File: src/rtl/hlpte_seq_ctrl.sv
// HLPTE top-level sequencer: frame load, parameter capture,
// four-block job dispatch to the core and result streaming.
module hlpte_seq_ctrl (
    input  logic        clk,
    input  logic        rst,
    input  logic        in_valid_data,
    input  logic [7:0]  data,
    input  logic        in_valid_param,
    input  logic [3:0]  index,
    input  logic        mode,
    input  logic [4:0]  QP,
    output logic        out_valid,
    output logic [31:0] out_value,
    output logic        mem_we,
    output logic [13:0] mem_waddr,
    output logic [7:0]  mem_wdata,
    output logic        core_start,
    output logic [3:0]  core_frame,
    output logic [1:0]  core_blk,
    output logic        core_mode,
    output logic [4:0]  core_qp,
    input  logic        core_done,
    output logic [9:0]  rbuf_raddr,
    input  logic [31:0] rbuf_rdata,
    output logic        busy,
    output logic        proto_err
);

    localparam logic [2:0] S_IDLE  = 3'd0;
    localparam logic [2:0] S_LOAD  = 3'd1;
    localparam logic [2:0] S_WPAR  = 3'd2;
    localparam logic [2:0] S_PARAM = 3'd3;
    localparam logic [2:0] S_RUN   = 3'd4;
    localparam logic [2:0] S_WDONE = 3'd5;
    localparam logic [2:0] S_OUT   = 3'd6;

    localparam logic [13:0] LAST_PIX = 14'h3FFF;
    localparam logic [10:0] OUT_END  = 11'd1025;

    logic [2:0]  state_q, state_d;
    logic [13:0] pix_cnt_q, pix_cnt_d;
    logic [1:0]  beat_cnt_q, beat_cnt_d;
    logic [1:0]  blk_cnt_q, blk_cnt_d;
    logic [3:0]  set_cnt_q, set_cnt_d;
    logic [10:0] out_cnt_q, out_cnt_d;
    logic [3:0]  mode_q, mode_d;
    logic [3:0]  index_q, index_d;
    logic [4:0]  qp_q, qp_d;
    logic        mem_we_q, mem_we_d;
    logic [13:0] mem_waddr_q, mem_waddr_d;
    logic [7:0]  mem_wdata_q, mem_wdata_d;
    logic        core_start_q, core_start_d;
    logic [3:0]  core_frame_q, core_frame_d;
    logic [1:0]  core_blk_q, core_blk_d;
    logic        core_mode_q, core_mode_d;
    logic [4:0]  core_qp_q, core_qp_d;
    logic        rd_vld_q, rd_vld_d;
    logic        out_valid_q, out_valid_d;
    logic [31:0] out_value_q, out_value_d;
    logic        proto_err_q, proto_err_d;
    logic        data_ok, param_ok;

    assign data_ok  = (state_q == S_IDLE) || (state_q == S_LOAD);
    assign param_ok = (state_q == S_WPAR) || (state_q == S_PARAM);

    always_comb begin
        state_d      = state_q;
        pix_cnt_d    = pix_cnt_q;
        beat_cnt_d   = beat_cnt_q;
        blk_cnt_d    = blk_cnt_q;
        set_cnt_d    = set_cnt_q;
        out_cnt_d    = out_cnt_q;
        mode_d       = mode_q;
        index_d      = index_q;
        qp_d         = qp_q;
        mem_we_d     = 1'b0;
        mem_waddr_d  = mem_waddr_q;
        mem_wdata_d  = mem_wdata_q;
        core_start_d = 1'b0;
        core_frame_d = core_frame_q;
        core_blk_d   = core_blk_q;
        core_mode_d  = core_mode_q;
        core_qp_d    = core_qp_q;
        rd_vld_d     = 1'b0;
        // Result path: one cycle of RAM latency plus this output register
        out_valid_d  = rd_vld_q;
        out_value_d  = rd_vld_q ? rbuf_rdata : 32'd0;
        proto_err_d  = proto_err_q;

        if (in_valid_data && !data_ok) begin
            proto_err_d = 1'b1;
        end
        if (in_valid_param && !param_ok) begin
            proto_err_d = 1'b1;
        end

        case (state_q)
            S_IDLE, S_LOAD: begin
                if (in_valid_data) begin
                    mem_we_d    = 1'b1;
                    mem_waddr_d = pix_cnt_q;
                    mem_wdata_d = data;
                    pix_cnt_d   = pix_cnt_q + 14'd1;
                    state_d     = (pix_cnt_q == LAST_PIX) ? S_WPAR : S_LOAD;
                end
            end
            S_WPAR: begin
                if (in_valid_param) begin
                    index_d    = index;
                    qp_d       = QP;
                    mode_d     = {mode, mode_q[2:0]};
                    beat_cnt_d = 2'd1;
                    state_d    = S_PARAM;
                end
            end
            S_PARAM: begin
                if (in_valid_param) begin
                    mode_d[2'd3 - beat_cnt_q] = mode;
                    beat_cnt_d = beat_cnt_q + 2'd1;
                    if (beat_cnt_q == 2'd3) begin
                        state_d = S_RUN;
                    end
                end
            end
            S_RUN: begin
                core_start_d = 1'b1;
                core_blk_d   = blk_cnt_q;
                core_mode_d  = mode_q[2'd3 - blk_cnt_q];
                core_frame_d = index_q;
                core_qp_d    = qp_q;
                state_d      = S_WDONE;
            end
            S_WDONE: begin
                if (core_done) begin
                    if (blk_cnt_q == 2'd3) begin
                        blk_cnt_d = 2'd0;
                        out_cnt_d = 11'd0;
                        state_d   = S_OUT;
                    end else begin
                        blk_cnt_d = blk_cnt_q + 2'd1;
                        state_d   = S_RUN;
                    end
                end
            end
            S_OUT: begin
                rd_vld_d  = ~out_cnt_q[10];
                out_cnt_d = out_cnt_q + 11'd1;
                if (out_cnt_q == OUT_END) begin
                    out_cnt_d = 11'd0;
                    set_cnt_d = set_cnt_q + 4'd1;
                    state_d   = (set_cnt_q == 4'd15) ? S_IDLE : S_WPAR;
                end
            end
            default: begin
                state_d = S_IDLE;
            end
        endcase
    end

    always_ff @(posedge clk) begin
        if (rst) begin
            state_q      <= S_IDLE;
            pix_cnt_q    <= '0;
            beat_cnt_q   <= '0;
            blk_cnt_q    <= '0;
            set_cnt_q    <= '0;
            out_cnt_q    <= '0;
            mode_q       <= '0;
            index_q      <= '0;
            qp_q         <= '0;
            mem_we_q     <= 1'b0;
            mem_waddr_q  <= '0;
            mem_wdata_q  <= '0;
            core_start_q <= 1'b0;
            core_frame_q <= '0;
            core_blk_q   <= '0;
            core_mode_q  <= 1'b0;
            core_qp_q    <= '0;
            rd_vld_q     <= 1'b0;
            out_valid_q  <= 1'b0;
            out_value_q  <= '0;
            proto_err_q  <= 1'b0;
        end else begin
            state_q      <= state_d;
            pix_cnt_q    <= pix_cnt_d;
            beat_cnt_q   <= beat_cnt_d;
            blk_cnt_q    <= blk_cnt_d;
            set_cnt_q    <= set_cnt_d;
            out_cnt_q    <= out_cnt_d;
            mode_q       <= mode_d;
            index_q      <= index_d;
            qp_q         <= qp_d;
            mem_we_q     <= mem_we_d;
            mem_waddr_q  <= mem_waddr_d;
            mem_wdata_q  <= mem_wdata_d;
            core_start_q <= core_start_d;
            core_frame_q <= core_frame_d;
            core_blk_q   <= core_blk_d;
            core_mode_q  <= core_mode_d;
            core_qp_q    <= core_qp_d;
            rd_vld_q     <= rd_vld_d;
            out_valid_q  <= out_valid_d;
            out_value_q  <= out_value_d;
            proto_err_q  <= proto_err_d;
        end
    end

    assign out_valid  = out_valid_q;
    assign out_value  = out_value_q;
    assign mem_we     = mem_we_q;
    assign mem_waddr  = mem_waddr_q;
    assign mem_wdata  = mem_wdata_q;
    assign core_start = core_start_q;
    assign core_frame = core_frame_q;
    assign core_blk   = core_blk_q;
    assign core_mode  = core_mode_q;
    assign core_qp    = core_qp_q;
    assign rbuf_raddr = out_cnt_q[9:0];
    assign busy       = (state_q != S_IDLE) && (state_q != S_WPAR);
    assign proto_err  = proto_err_q;

endmodule

File: config.mk
export PLATFORM = sky130hd
export DESIGN_NAME = hlpte_seq_ctrl
export DESIGN_NICKNAME = d
export VERILOG_FILES = /design/src/rtl/hlpte_seq_ctrl.sv
export SDC_FILE = /design/constraint.sdc
export NUM_CORES = 1
export LEC_CHECK = 0
export ABC_AREA = 1
export CAP_MARGIN = 20
export CELL_PAD_IN_SITES_DETAIL_PLACEMENT = 1
export CELL_PAD_IN_SITES_GLOBAL_PLACEMENT = 1
export CORE_AREA = 3 3 108 110
export CTS_CLUSTER_SIZE = 10
export DETAILED_ROUTE_END_ITERATION = 8
export DIE_AREA = 0 0 111 113
export DONT_BUFFER_PORTS = 1
export PLACE_DENSITY = 0.82
export SKIP_LAST_GASP = 1
export SLEW_MARGIN = 20
export SYNTH_ARGS = -nofsm -noshare
export SYNTH_HDL_FRONTEND = slang
export SYNTH_SLANG_ARGS = --single-unit
File: constraint.sdc
create_clock -name clk -period 1.96 [get_ports clk]
set_clock_uncertainty 0.1 [all_clocks]
set_input_delay 0.196 -clock clk [delete_from_list [all_inputs] [get_ports clk]]
set_output_delay 0.196 -clock clk [all_outputs]
set_load 0.05 [all_outputs]
==> results_dict.tcl <==
set metrics [dict create \
    routedWlPerCell_um 15.9 \
    synth_warnings 0 \
    drt_iter0_drc 181 \
    worst_hold_slack_ns 0.0323 \
    post_synth_inst_count 618 \
    cts_sinks 120 \
    cts_buffers 17 \
    vias_per_cell 4.95 \
    worstPathBufferInverterCount 2 \
    worstHoldPathType "input pin to flop" \
    flow.area_growth_from_synthesis_pct 26.6 \
    dieArea_sq_mm 0.0125 \
    max_cap_violations 0 \
    chipHeight_um 113 \
    finalWirelength_um 13200 \
    share_clk_of_total_power_pct 37.7 \
    route.detailed.drc 0 \
    postSynth.asyncResetShare_pct 0 \
    port_buffers 0 \
    clock.fmax_mhz 551 \
    synth.top_cell.area_share_pct 50.2 \
    ys_top_cells_by_area "dfxtp_1, nor2_1, inv_1, o21ai_0, nand2_1" \
    crit_path_start_kind "flop" \
    io_pins 136 \
    synth-seq-area-share_pct 50.2 \
    via_total_after_detailed_routing 4109 \
    timing.critical_path.max_delay_family "buffers and inverters" \
    synth_flop_cell "dfxtp_1" \
    synth_edf_count 0 \
    netSwitchingFraction_pct 37.0 \
    finalPower_w 0.00826 \
    largest_driver_fanout_on_the_critical_path 19 \
    report.final.hold_viol_count 0 \
    timing.final.max_slew_violations 0 \
    netlist_top_cells_count "dfxtp_1, nor2_1, inv_1" \
    irDropWorstVdd_v 0.000644 \
    syn-mean-instance-area_sq_um 7.75 \
    nets 741 \
    timing.final.crit_share_pct 92.6 \
    first_pass_grt_wire_length_um 22000 \
    number_of_antenna_violations_at_the_first_check_in_global_routing 0 \
    floorplan.rows 38 \
    groute.usage.overall_pct 21.4 \
    slew_headroom_pct 46.5 \
    placed_cell_area_sq_mm 0.00490 \
    post_synth_instance_area_sq_mm 0.00479 \
    timing.setup.tns_ns 0 \
    grt_start_max_net_pins 62 \
    ys_ff_latch 120 \
    combPwrFrac_pct 16.2 \
    sort_of_element_at_the_end_of_the_critical_path "flop" \
    cts.htree.levels 4 \
    crit_slowest_cell "dlygate4sd3_1" \
    final_layout_size_suffix_gt1_share_pct 11.0 \
    rsz0062_at_grt "yes" \
    p_int_w 0.00520 \
    required_ns 2.31 \
    netlist.top_cell.by_area "dfxtp_1" \
    detail_route.first_pass.iterations 4 \
    status "finished clean" \
    clockRootBuffer "clkbuf_8" \
    power-per-cell-area_mw_per_mm2 1360 \
    grt_pass1_vias 4489 \
    cp.arrival_ns 2.16 \
    setup.worst_path.class "flop to flop" \
    worst_skew_pair.late_latency_ns 0.50 \
    timing_worst_slew_pin_value_ns 0.802 \
    final_period_minus_worst_setup_slack_ns 1.82 \
    core-area_sq_mm 0.0108 \
    gr-total-overflow 0 \
    total_nets_after_synthesis 682 \
    setup_viol 0 \
    drtAntennaViolNets 0 \
    critical_path.max_stage_delay_ns 0.55 \
    power.sequential.fraction_pct 46.2 \
    yosys.cell_types.count 33 \
    die_w_um 111 \
    cts-root-to-sink-buffers 2 \
    fillers 1296 \
    clk_transition_reported_paths_ns 0.06 \
    tritoncts "built" \
    setup_ws_ns 0.145 \
    setup_fix_buffers_added_after_clock_tree_synthesis 0 \
    diodes 0 \
    path_cells "nor2_8, nand2_4, nor2_1, inv_1, a21oi_1, dlygate4sd3_1" \
    yosysMostFrequentCell "dfxtp_1" \
    net-switching-power_w 0.00306 \
    p_leak_nw 2.63 \
    post-dp-hpwl_um 8250 \
    finish.instance_area_sq_mm 0.00606 \
    detailedPlace.worstSlack_ns 0.185 \
    place.gp.congestion 0.793 \
    initial_utilization_pct 44.4 \
]
[timing repair]
item                                   in CTS  in global routing
pin swaps                                   0                  0
setup endpoints to repair                   1                 76
endpoints found under the hold margin      82                  0
resized for setup                           1                  4
hold buffers                               55                  0
[stage by stage]
| step | util [%] | instances |
|---|---|---|
| 2_1_floorplan | - | 618 |
| 3_3_place_gp | 45.4 | 743 |
| 3_5_place_dp | 45.4 | 743 |
| 4_1_cts | 56.1 | 830 |
| 5_1_grt | 56.2 | 830 |
| 6_report | 56.2 | 830 |
[kinds of logic (layout without fill, tap and decap cells)]
group	after synthesis	count (layout)	share of synthesized area, %
xor gates and xnor gates	6	6	1.10
DFF	120	120	50.2
buffers and inverters	123	195	11.2
AOI/OAI and AO/OA	115	115	12.4
and+or+nand+nor	245	245	22.7
adders and majority gates	9	9	2.35
[cells in the final DEF, fill, tap and decap left out, drive strengths merged, types with 4 or more instances in the layout]
| master | n |
|---|---|
| dfxtp | 120 |
| clkinv | 7 |
| nand4 | 4 |
| dlygate4sd3 | 54 |
| ha | 9 |
| nand3 | 26 |
| clkbuf | 18 |
| nand2 | 84 |
| nor2 | 120 |
| a21oi | 50 |
| nor3 | 8 |
| inv | 93 |
| buf | 16 |
| o21ai | 58 |
[metal layers]
layer,global-route usage [%],up-vias,part of all wire [%]
li1,-,2044,-
met1,23.4,1949,41
met2,39.6,96,52
met3,7.17,20,5.8
met4,6.32,0,1.4
met5,0,-,0
[sequential cells by signal, indices dropped and copies added, names as in the netlist]
| signal | cells |
|---|---|
| core_qp | 5 |
| state_q | 3 |
| qp_q | 5 |
| set_cnt_q | 4 |
| index_q | 4 |
| mem_waddr | 14 |
| blk_cnt_q | 2 |
| out_valid | 1 |
| pix_cnt_q | 14 |
| mem_we | 1 |
| core_blk | 2 |
| proto_err | 1 |
| core_frame | 4 |
| out_valid_d | 1 |
| core_start | 1 |
| out_cnt_q | 11 |
| core_mode | 1 |
| mem_wdata | 8 |
| beat_cnt_q | 2 |
| mode_q | 4 |
| out_value | 32 |
[tightest hold or removal path, delay by kind of cell]
family | cells | cell delay, ns
and+or+nand+nor | 5 | 0.39
[worst paths after layout]
path,start,end,slack (ns),depth (start not counted)
max,state_q[2],pix_cnt_q[0],0.14,6
min,core_done,state_q[2],0.03,5
max reg2reg,state_q[2],pix_cnt_q[0],0.14,6
min reg2reg,index_q[3],core_frame[3],0.35,2
[power by group through the flow]
stage / registers, W / logic, W / clock network, W
2_1_floorplan: 0.00374 / 0.00104 / 0
3_3_place_gp: 0.00385 / 0.00114 / 0
3_5_place_dp: 0.00386 / 0.00121 / 0
4_1_cts: 0.00381 / 0.00134 / 0.00318
5_1_grt: 0.00386 / 0.00154 / 0.00330
6_report: 0.00381 / 0.00134 / 0.00311
[cell type report]
type,count,area (sq um),area share (%)
Sequential cell,120,2400,39.7
Multi-Input combinational cell,375,1850,30.5
Timing Repair Buffer,71,686,11.3
Clock buffer,18,428,7.06
Inverter,92,347,5.72
Tap cell,140,175,2.89
Clock inverter,14,171,2.83
No activity file was read; power rests on OpenSTA's default activity.
